**config.mk**
```make
export PLATFORM = sky130hd
export DESIGN_NAME = serial_bank_loader
export DESIGN_NICKNAME = d
export VERILOG_FILES = /design/src/rtl/serial_bank_loader.sv
export SDC_FILE = /design/constraint.sdc
export NUM_CORES = 1
export LEC_CHECK = 0
export ABC_AREA = 1
export CORE_MARGIN = 5
export CORE_UTILIZATION = 47
export CTS_CLUSTER_SIZE = 24
export DETAILED_ROUTE_END_ITERATION = 6
export GPL_TIMING_DRIVEN = 1
export PLACE_DENSITY = 0.79
export SLEW_MARGIN = 20
export SYNTH_ARGS = -nofsm -noshare
export SYNTH_HDL_FRONTEND = slang
export SYNTH_SLANG_ARGS = --single-unit
```
**constraint.sdc**
```tcl
create_clock -name clk -period 2 [get_ports clk]
set_input_delay 0.6 -clock clk [delete_from_list [all_inputs] [get_ports clk]]
set_output_delay 0.6 -clock clk [all_outputs]
set_load 0.02 [all_outputs]
```
**src/rtl/serial_bank_loader.sv**
```systemverilog
// Bit-serial loader that steers WIDTH accepted bits into a bank of one-bit
// enabled register cells through a one-hot write enable, then pulses done.
module serial_bank_loader #(
    parameter int WIDTH     = 8,
    parameter int MSB_FIRST = 0
) (
    input  logic                       clk,
    input  logic                       rst,
    input  logic                       start,
    input  logic                       serial_valid,
    input  logic                       serial_in,
    output logic                       serial_ready,
    output logic                       data_in,
    output logic [WIDTH-1:0]           write_en,
    output logic                       busy,
    output logic                       done,
    output logic [$clog2(WIDTH+1)-1:0] bit_count
);

    localparam int IDX_W = $clog2(WIDTH);
    localparam int CNT_W = $clog2(WIDTH + 1);
    localparam logic [IDX_W-1:0] LAST_IDX = IDX_W'(WIDTH - 1);

    typedef enum logic [1:0] {
        IDLE = 2'd0,
        LOAD = 2'd1,
        DONE = 2'd2
    } state_t;

    state_t           state;
    logic [IDX_W-1:0] idx;
    logic [CNT_W-1:0] cnt;
    logic             ready_q;
    logic             busy_q;
    logic             done_q;
    logic             accept;

    function automatic logic [IDX_W-1:0] target_cell(input logic [IDX_W-1:0] i);
        if (MSB_FIRST != 0)
            return LAST_IDX - i;
        else
            return i;
    endfunction

    function automatic logic [WIDTH-1:0] onehot(input logic [IDX_W-1:0] i);
        logic [WIDTH-1:0] v;
        v    = '0;
        v[i] = 1'b1;
        return v;
    endfunction

    // write_en and data_in are combinational from serial_valid/serial_in so a
    // bit is captured by its cell on the same edge that accepts it.
    assign accept       = (state == LOAD) && serial_valid;
    assign data_in      = serial_in;
    assign write_en     = accept ? onehot(target_cell(idx)) : '0;

    assign serial_ready = ready_q;
    assign busy         = busy_q;
    assign done         = done_q;
    assign bit_count    = cnt;

    always_ff @(posedge clk) begin
        if (rst) begin
            state   <= IDLE;
            idx     <= '0;
            cnt     <= '0;
            ready_q <= 1'b0;
            busy_q  <= 1'b0;
            done_q  <= 1'b0;
        end else begin
            case (state)
                IDLE: begin
                    if (start) begin
                        state   <= LOAD;
                        idx     <= '0;
                        cnt     <= '0;
                        ready_q <= 1'b1;
                        busy_q  <= 1'b1;
                    end
                end
                LOAD: begin
                    if (serial_valid) begin
                        cnt <= cnt + CNT_W'(1);
                        if (idx == LAST_IDX) begin
                            state   <= DONE;
                            ready_q <= 1'b0;
                            done_q  <= 1'b1;
                        end else begin
                            idx <= idx + IDX_W'(1);
                        end
                    end
                end
                DONE: begin
                    // bit_count is left at WIDTH until the next start clears it
                    state  <= IDLE;
                    busy_q <= 1'b0;
                    done_q <= 1'b0;
                end
                default: begin
                    state   <= IDLE;
                    ready_q <= 1'b0;
                    busy_q  <= 1'b0;
                    done_q  <= 1'b0;
                end
            endcase
        end
    end

    a_we_onehot0: assert property (@(posedge clk) disable iff (rst) $onehot0(write_en));
    a_we_only_load: assert property (@(posedge clk) disable iff (rst)
        (state != LOAD) |-> (write_en == '0));

endmodule
```
Yosys cells after proc, flatten, opt, wreduce, memory -nomap -nowiden
Cells that the tools add are included.
Cells by class
  $add $sub $neg: 2
  reductions and logical operators: 10
  equality and inequality tests: 7
  bitwise gates (word level): 3
  order comparisons: 2
  multiplexer cells: 22
Operators by type and width (count)
  $mux W3: 3
  $reduce_and A3 Y1: 3
  $mux W4: 2
  $mux W8: 1
  $pmux W4 S2: 1
  $reduce_and A4 Y1: 2
  $mux W1: 6
  $mux W2: 3
  $ne A2 B2 Y1 const B: 3
  $pmux W3 S2: 1
  $add A4 B1 Y4 const B: 1
  $lt A3 B4 Y1 const B: 1
  $pmux W1 S2: 2
  $pmux W2 S2: 1
  $add A3 B1 Y3 const B: 1
  $demux W1 S3: 1
  $eq A3 B3 Y1 const B: 1
  $ge A3 B1 Y1 const B: 1
  $not A1 Y1: 3
  $pmux W1 S3: 1
  $eq A2 B1 Y1 const B: 1
  $eq A2 B2 Y1 const B: 1
  $logic_and A1 B1 Y1: 2
  $logic_not A2 Y1: 1
  3 further kinds: 3
Word-level totals
  register bits: 12
  word-level logic and storage cells: 52

Logic depth before layout (Yosys ltp)
Gate-level depths: netlist of run 1.
  depth after elaboration: 5
  depth in mapped cells: 7

Worst setup path before layout of run 1
OpenSTA, ideal clock, no wires.
  path kind: input to output
  start: input port serial_valid
  end: output port write_en[1]
  arrival: 1.166 ns
  cell stages on the path: 4
  buffers on the path: 0
  path slack: 0.234 ns
  cells stage by stage: nand3_2 inv_1 nand2_1 nor2_1
Between the ends
  cells in the longest elaborated chain, start to end: 2
Ends and longest elaborated chain
  start, declared: line 10  | input logic serial_valid,
  $logic_and A1 B1 Y1: line 54  | assign accept = (state == LOAD) && serial_valid;
  $mux W8: line 56  | assign write_en = accept ? onehot(target_cell(idx)) : '0;
  end, declared: line 14  | output logic [WIDTH-1:0] write_en,
No other way between the ends.

Final worst setup path of run 1
  start: input port serial_valid
  end: output port write_en[3]
Same word-level chain as after synthesis.

==> results of run 1 <==
## worst max-delay path: cells and delay by family
kind | cells | cell delay, ns
buffers and inverters | 3 | 0.41
AND/OR/NAND/NOR | 3 | 0.28
## state kept, by name, summed over array words and instances, names as in the netlist
name          flops
state             2
idx               3
bit_count         4
done              1
serial_ready      1
busy              1
## area by class of cell
type / count / area (um2)
flip-flops and latches: 12 / 240
multi-input cells: 67 / 353
clock buffers: 4 / 36.3
fillers: 127 / 402
well taps: 15 / 18.8
inverters: 13 / 48.8
repair buffers: 24 / 203
## per-stage QoR
| step | hold slack, ns | power, W |
|---|---|---|
| after floorplan | 0.483 | 0.000314 |
| after global placement | 0.450 | 0.000348 |
| after detailed placement | 0.457 | 0.000350 |
| after CTS | 0.470 | 0.000537 |
| after global routing | 0.490 | 0.000561 |
| final | 0.468 | 0.000534 |
## power breakdown
group | internal [W] | leakage, nW | switching [W] | total [W]
logic | 0.0000371 | 0.295 | 0.0000532 | 0.0000903
registers | 0.000247 | 0.0978 | 0.00000660 | 0.000254
clock network | 0.000110 | 0.0210 | 0.0000790 | 0.000190
## path summary, 6_finish.rpt
path,startpoint,endpoint,slack (ns),cells after the start
worst max-delay path,serial_valid,write_en[3],0.10,6
worst min-delay path,busy,busy,0.47,2
worst max register to register,idx[1],idx[0],0.64,6
worst min register to register,busy,busy,0.47,2
## per-layer routing
layer	GRT usage [%]	wire, um	vias up
met5	0	0	-
met4	6.63	11	0
met3	5.36	105	2
met2	27.1	719	17
met1	16.8	626	309
li1	-	-	354
## kinds of logic after synthesis
| kind of cell | share of synthesized area, % |
|---|---|
| and+or+nand+nor | 36.6 |
| buffers and inverters | 9.34 |
| DFF | 37.4 |
| xor gates and xnor gates | 1.36 |
| AOI/OAI and AO/OA | 9.53 |
| adders and majority gates | 5.84 |
## synthesized netlist by cell type
cell and n:
sky130_fd_sc_hd__nor2_4 1, sky130_fd_sc_hd__nor2_1 14, sky130_fd_sc_hd__buf_4 1, sky130_fd_sc_hd__o21ai_1 1
sky130_fd_sc_hd__clkbuf_1 1, sky130_fd_sc_hd__dfxtp_1 12, sky130_fd_sc_hd__nand3_2 1, sky130_fd_sc_hd__nand2_2 1
sky130_fd_sc_hd__ha_1 3, sky130_fd_sc_hd__inv_2 2, sky130_fd_sc_hd__inv_1 11, sky130_fd_sc_hd__nor2_2 1
sky130_fd_sc_hd__nand2_4 1, sky130_fd_sc_hd__a21oi_1 10, sky130_fd_sc_hd__o22ai_1 1, sky130_fd_sc_hd__nand4_1 1
sky130_fd_sc_hd__xor2_1 1, sky130_fd_sc_hd__nand2_1 19, sky130_fd_sc_hd__nand3_1 12
## timing repair
action,CTS,global route
setup endpoints to repair,8,6
setup buffers,0,0
pin swaps,1,0
gates resized for setup,41,5
endpoints found under the hold margin,0,0
cloned,0,0
==> impl.org, run 1 <==
** Clock network
- The root buffer cell chosen for the clock tree is sky130_fd_sc_hd__clkbuf_4.
- No sink is reached through more buffers than the 2 on the longest clock path.
- Later-pin clock latency in the skew report :: roughly 0.27 ns
- Maximum level of the CTS H-tree :: 1
- Counting the buffers created by CTS gives 3.
- # clock sinks :: 12
- After clock tree synthesis, the clock-pin slew on the worst setup and hold paths is about 0.080 ns.
- CTS tree :: built
- CTS Hold Buffers Added :: 0

** Cells and area
- From synthesis to final layout, the design area changed by 39.9%.
- Cell Count, Final, Fillers Out :: 135
- Commonest non-fill, non-tap cells in the layout :: sky130_fd_sc_hd__nand2_1 (17), sky130_fd_sc_hd__buf_4 (13), sky130_fd_sc_hd__nor2_1 (12), sky130_fd_sc_hd__nand3_1 (12), sky130_fd_sc_hd__dfxtp_1 (12)
- Utilization after layout :: approximately 70%
- After the last flow step, the layout net total stands at 129.
- Most common library cell in the layout ignoring fill and taps :: sky130_fd_sc_hd__nand2_1
- Cells with a size suffix above 1 make up between 20% and 30% of the layout.
- After routing the design area is 900 um2.
- 0 antenna diodes ended up in the layout.

** Worst hold path
- Type of the most critical hold path :: reg2reg

** Floorplanning
- Row cnt :: 13
- Effective utilization at floorplan :: 49.4%
- The die is between 40 and 50 um tall.
- Count of boundary I/O pins :: 21
- The core region is ~1300 um2.
- From left edge to right edge, the die measures between 40 and 50 um.
- The die covers roughly 2200 um2.

** STA
- Share of the clock period used by the worst path after layout :: between 90 and 100%
- Slew @ Worst Pin :: roughly 0.22 ns
- Setup violations remaining at the end of the flow were counted as 0.
- Max Transition Viols Final :: 0
- The final number of hold-violating endpoints was 0.
- Timing would allow up to 0.527 GHz.
- Across the routed clock network, the largest skew measured is roughly 0.0087 ns.
- Worst setup margin :: around 0.10 ns
- In the final timing run, aggregate negative setup slack is 0 ns.
- Setup repair after global routing left no endpoint under its margin.
- Subtracting the final worst setup slack from the clock period gives around 1.9 ns.
- Headroom to the max-slew limit :: 85.3%

** Worst setup path
- STA puts the critical path data required time at 1.40 ns.
- STA classifies the critical path endpoint as an output port.
- Of all nets on the critical path, the largest fanout is 4.
- Arrival time worst endpoint :: ~1.3 ns
- The critical path goes through clkdlybuf4s15_1, nand3_2, inv_2, nand2_2, nor2_2, buf_4.
- The worst setup path is launched from a primary input.
- The largest single stage delay on the critical path is 0.20 ns.
- The slowest stage of the critical path is the sky130_fd_sc_hd__clkdlybuf4s15_1 cell.
- The setup path with the least slack is of type in2out.

** Routing
- Total number of vias :: 682
- After detailed routing, the number of vias per cell comes to approximately 5.1.
- The detail route stage leaves a number of antenna-violating nets equal to 0.
- Overall routed net length :: ~1500 um
- First-pass iteration count of the detailed router :: 4
- Initial DRC Count :: 4
- Dividing the detail-routed wire length by the instance count gives between 10 and 15 um.
- For this run, design rule violations remaining after detail routing come to 0.

** Synthesis
- Largest area contributor in the synthesized netlist :: sky130_fd_sc_hd__dfxtp_1
- Of the post-synthesis cell area, the dominant cell type holds between 30 and 40%.
- After synthesis, the netlist uses 19 different library cells.
- In this run, synthesis produced a sequential element count of 12.
- Synthesis produced a netlist with a net count of 102.
- Synthesized netlist cell count :: 94
- Most area-consuming cells after synthesis :: sky130_fd_sc_hd__dfxtp_1 (37%), sky130_fd_sc_hd__nand2_1 (11%), sky130_fd_sc_hd__nand3_1 (9.3%)
- Sequential element share of the synthesized area :: between 30% and 40%
- For this run, the number of Yosys warnings is 0.
- Synthesized area divided by synthesized cell count :: around 7 um2
- Area of the mapped netlist :: between 600 and 700 um2

** Place
- Cells after DPL :: ~130
- Once placement finished, the instance area stood at 876 um2.
- Global placer's final weighted congestion :: 0.829
- Port buffering added 18 buffers.
- Summed over all nets, the half-perimeter wirelength after detailed placement is between 1000 and 1500 um.
- Worst slack, placed :: -0.679 ns

** Pwr
- Power density normalized to cell area :: 594 nW/um2
- For this design the static power due to leakage is 0.414 nW.
- Across the VDD grid, the largest voltage drop is approximately 430 uV.

** Status
- The run finished with clean final reports.

** Global routing
- For this run, the total global-route usage over all layers was measured as between 10% and 20%.
- The first global-routing pass estimated ~2400 um of wire.
- Entering global routing, the biggest net connects 8 pins.
- The number of global-route vias before repair was 615.
- After global routing the overflow that remains totals 0.
- Number of antenna violations at the first check in global routing :: 0

** Job
- Max capacitance violation total :: 0
No activity file was read; power rests on OpenSTA's default activity.
==> run 2: changes to the inputs <==
==> constraint.sdc (replaced) <==
create_clock -name clk -period 2 [get_ports clk]
set_input_delay 0.3 -clock clk [delete_from_list [all_inputs] [get_ports clk]]
set_output_delay 0.3 -clock clk [all_outputs]
set_load 0.02 [all_outputs]
==> run 2 against run 1 <==
Effect of this change: routed wire length is 5.1% lower; first-iteration DRC count grew to 2.8 times the previous value; critical path depth stayed put; clock-buffer cell count stayed put; total power is 1.5% lower; highest routed layer unchanged; sequential power hardly changed; die area stayed put; largest cell class unchanged; sequential cell count stayed put.
==> impl.org, run 2 (same netlist as run 1, synthesis figures left out) <==
** Worst setup path
- Measured in cells, the most critical reg-to-reg path has a length of 6.
- At the worst endpoint, the required time is roughly 1.7 ns.
- Arrival time worst endpoint :: ~1.5 ns
- STA classifies the critical path startpoint as a primary input.
- In this design, the stage delay of the slowest critical-path cell is around 0.5 ns.
- Cells along the critical path :: clkdlybuf4s50_1, nand3_2, inv_1, nand2_1, nor2_1, dlygate4sd2_1
- The critical path is of the in2out type.
- Critical path fanouts, max :: 4
- The slowest stage of the critical path is the sky130_fd_sc_hd__clkdlybuf4s50_1 cell.
- Category of the worst setup path capture point :: output port

** Place
- The HPWL after detailed placement is between 1000 and 1500 um.
- The placed instances occupy a cell area of roughly 850 um2.
- Port buffering added 18 buffers.
- At the end of routability-driven placement, the weighted congestion stood at between 0.7 and 0.8.
- Timing analysis after detailed placement gives a worst setup slack of -0.111 ns.
- After detailed placement, the design holds a cell count of 127.

** Floorplanning
- In this run the count of I/O pins placed on the die edge is 21.
- Measured along the y axis, the die boundary spans approximately 47 um.
- The die covers 2210 um2.
- Effective utilization at floorplan :: 49.4%
- Row cnt :: 13
- Die span in x :: approximately 47 um
- Core area :: around 1300 um2

** Clock network
- CTS saw 12 sinks.
- Clock transition at the register clock pins on the worst setup and hold paths after CTS :: about 0.07 ns
- CTS built an H-tree with a depth of 1.
- Post-CTS timing repair inserted 0 buffers for setup.
- Later-pin clock latency in the skew report :: 0.27 ns
- TritonCTS built the clock tree.
- Counting along the longest clock path gives a buffer depth of 2.
- Clock buffers created by TritonCTS :: 3
- Library cell used as clock root buffer :: sky130_fd_sc_hd__clkbuf_4

** Pwr
- Portion of total power attributed to combinational logic :: approximately 16%
- Cell internal power was estimated by the tool at just under 0.0004 W.
- Power density normalized to cell area :: between 600 and 700 nW/um2
- Sequential cell fraction of total power :: between 40% and 50%
- For this design the total switching power over the nets is 0.000134 W.
- IR analysis of the VDD net gives a maximum drop of ~600 uV.
- Static leakage :: 0.417 nW
- Clock network fraction of total power :: about 36%
- Switching power share of the total :: about a quarter
- Summing internal, switching and leakage power gives about 0.00053 W.

** STA
- Slew @ Worst Pin :: around 0.37 ns
- For this run, the top clock speed supported by timing is between 0.5 and 0.6 GHz.
- Worst setup margin :: about 0.18 ns
- # setup viols final :: 0
- Crit path time final :: ~1.8 ns
- In the finished design, the share of the clock period the worst path needs comes to between 90% and 100%.
- Headroom to the max-slew limit came out at around 75%.
- Final hold vios :: 0
- Setup repair after global routing left no endpoint under its margin.
- The number of max-slew violations in the final report is 0.
- Clock skew on the completed layout was measured at between 0.002 and 0.0025 ns.

** Routing
- Via density per instance :: ~5.0
- For this block, the initial DRC count from the detailed router was 11.
- First-pass iteration count of the detailed router :: 4
- The routed design has about 1400 um of wire.
- Dividing the detail-routed wire length by the instance count gives between 10 and 15 um.
- Total number of vias :: around 650
- Once detail routing completed, the nets flagged for antenna violations numbered 0.
- Detailed-route DRC error count :: 0

** Job
- Max capacitance violation total :: 0

** Cells and area
- Cell area after layout :: ~870 um2
- Most common library cell in the layout ignoring fill and taps :: sky130_fd_sc_hd__nand2_1
- The register with the most flip-flops in the layout has 4 of them.
- FILL cells :: between 100 and 150
- The area growth from synthesis to layout is 35.6%.
- Fraction of layout instances using a drive strength above 1 :: around 11%
- Net total in the final layout :: 125
- The top cell types in the final layout, fill and taps aside, are sky130_fd_sc_hd__nand2_1 (19), sky130_fd_sc_hd__nor2_1 (14), sky130_fd_sc_hd__nand3_1 (12), sky130_fd_sc_hd__dfxtp_1 (12), sky130_fd_sc_hd__inv_1 (11).
- Utilization after layout :: approximately 67%
- Cell Count, Final, Fillers Out :: between 100 and 150
- Ant diodes :: 0

** Global routing
- The number of global-route vias before repair was 594.
- Entering global routing, the biggest net connects 12 pins.
- Number of antenna violations at the first check in global routing :: 0
- First-pass GRT wire length :: 2480 um
- Global route overflow :: 0
- For this run, the total global-route usage over all layers was measured as 15.7%.

** Worst hold path
- The tightest min-delay check is of the reg2reg type.
- Along the worst hold path, the cell count comes to 2.

** Status
- The run finished with clean final reports.
run 2: power by group through the flow:
stage               Clock (W)  Sequential [W]  Combinational [W]
CTS                  0.000197        0.000256          0.0000815
global route         0.000213        0.000258          0.0000907
floorplan                   0        0.000267          0.0000476
finish               0.000188        0.000256          0.0000814
detailed placement          0        0.000262          0.0000825
global placement            0        0.000261          0.0000812
run 2: metal layers:
metal  part of all wire [%]  track usage (%)
met5                      0                0
met4                   0.79             5.52
met3                    7.5             5.75
met2                     45             23.8
met1                     47             20.6
run 2: path summary, 6_finish.rpt:
check	endpoint	from	slack (ns)
max reg2reg	idx[2]	idx[1]	0.57
min reg2reg	serial_ready	serial_ready	0.47
min	serial_ready	serial_ready	0.47
max	write_en[1]	serial_valid	0.18
run 2: cell type report:
| cell class | count | area [um2] | area share, % |
|---|---|---|---|
| multi-input combinational | 67 | 343 | 39.3 |
| tap | 15 | 18.8 | 2.15 |
| timing repair buffer | 20 | 185 | 21.2 |
| inverter | 13 | 48.8 | 5.60 |
| sequential | 12 | 240 | 27.5 |
| clock buffer | 4 | 36.3 | 4.16 |
run 2: critical path: cells and delay by family:
kind | cells | cell delay, ns
and+or+nand+nor | 3 | 0.30
buffers and inverters | 3 | 0.93
run 2: through the flow:
| stage | TNS, ns | hold slack, ns |
|---|---|---|
| after floorplan | 0 | 0.463 |
| after global placement | -0.375 | 0.455 |
| after detailed placement | -0.609 | 0.459 |
| after CTS | 0 | 0.476 |
| after global routing | 0 | 0.510 |
| final | 0 | 0.472 |
run 2: timing repair:
action / CTS / global route
gates resized for setup: 8 / 0
hold buffers: 0 / 0
setup endpoints to repair: 8 / 0
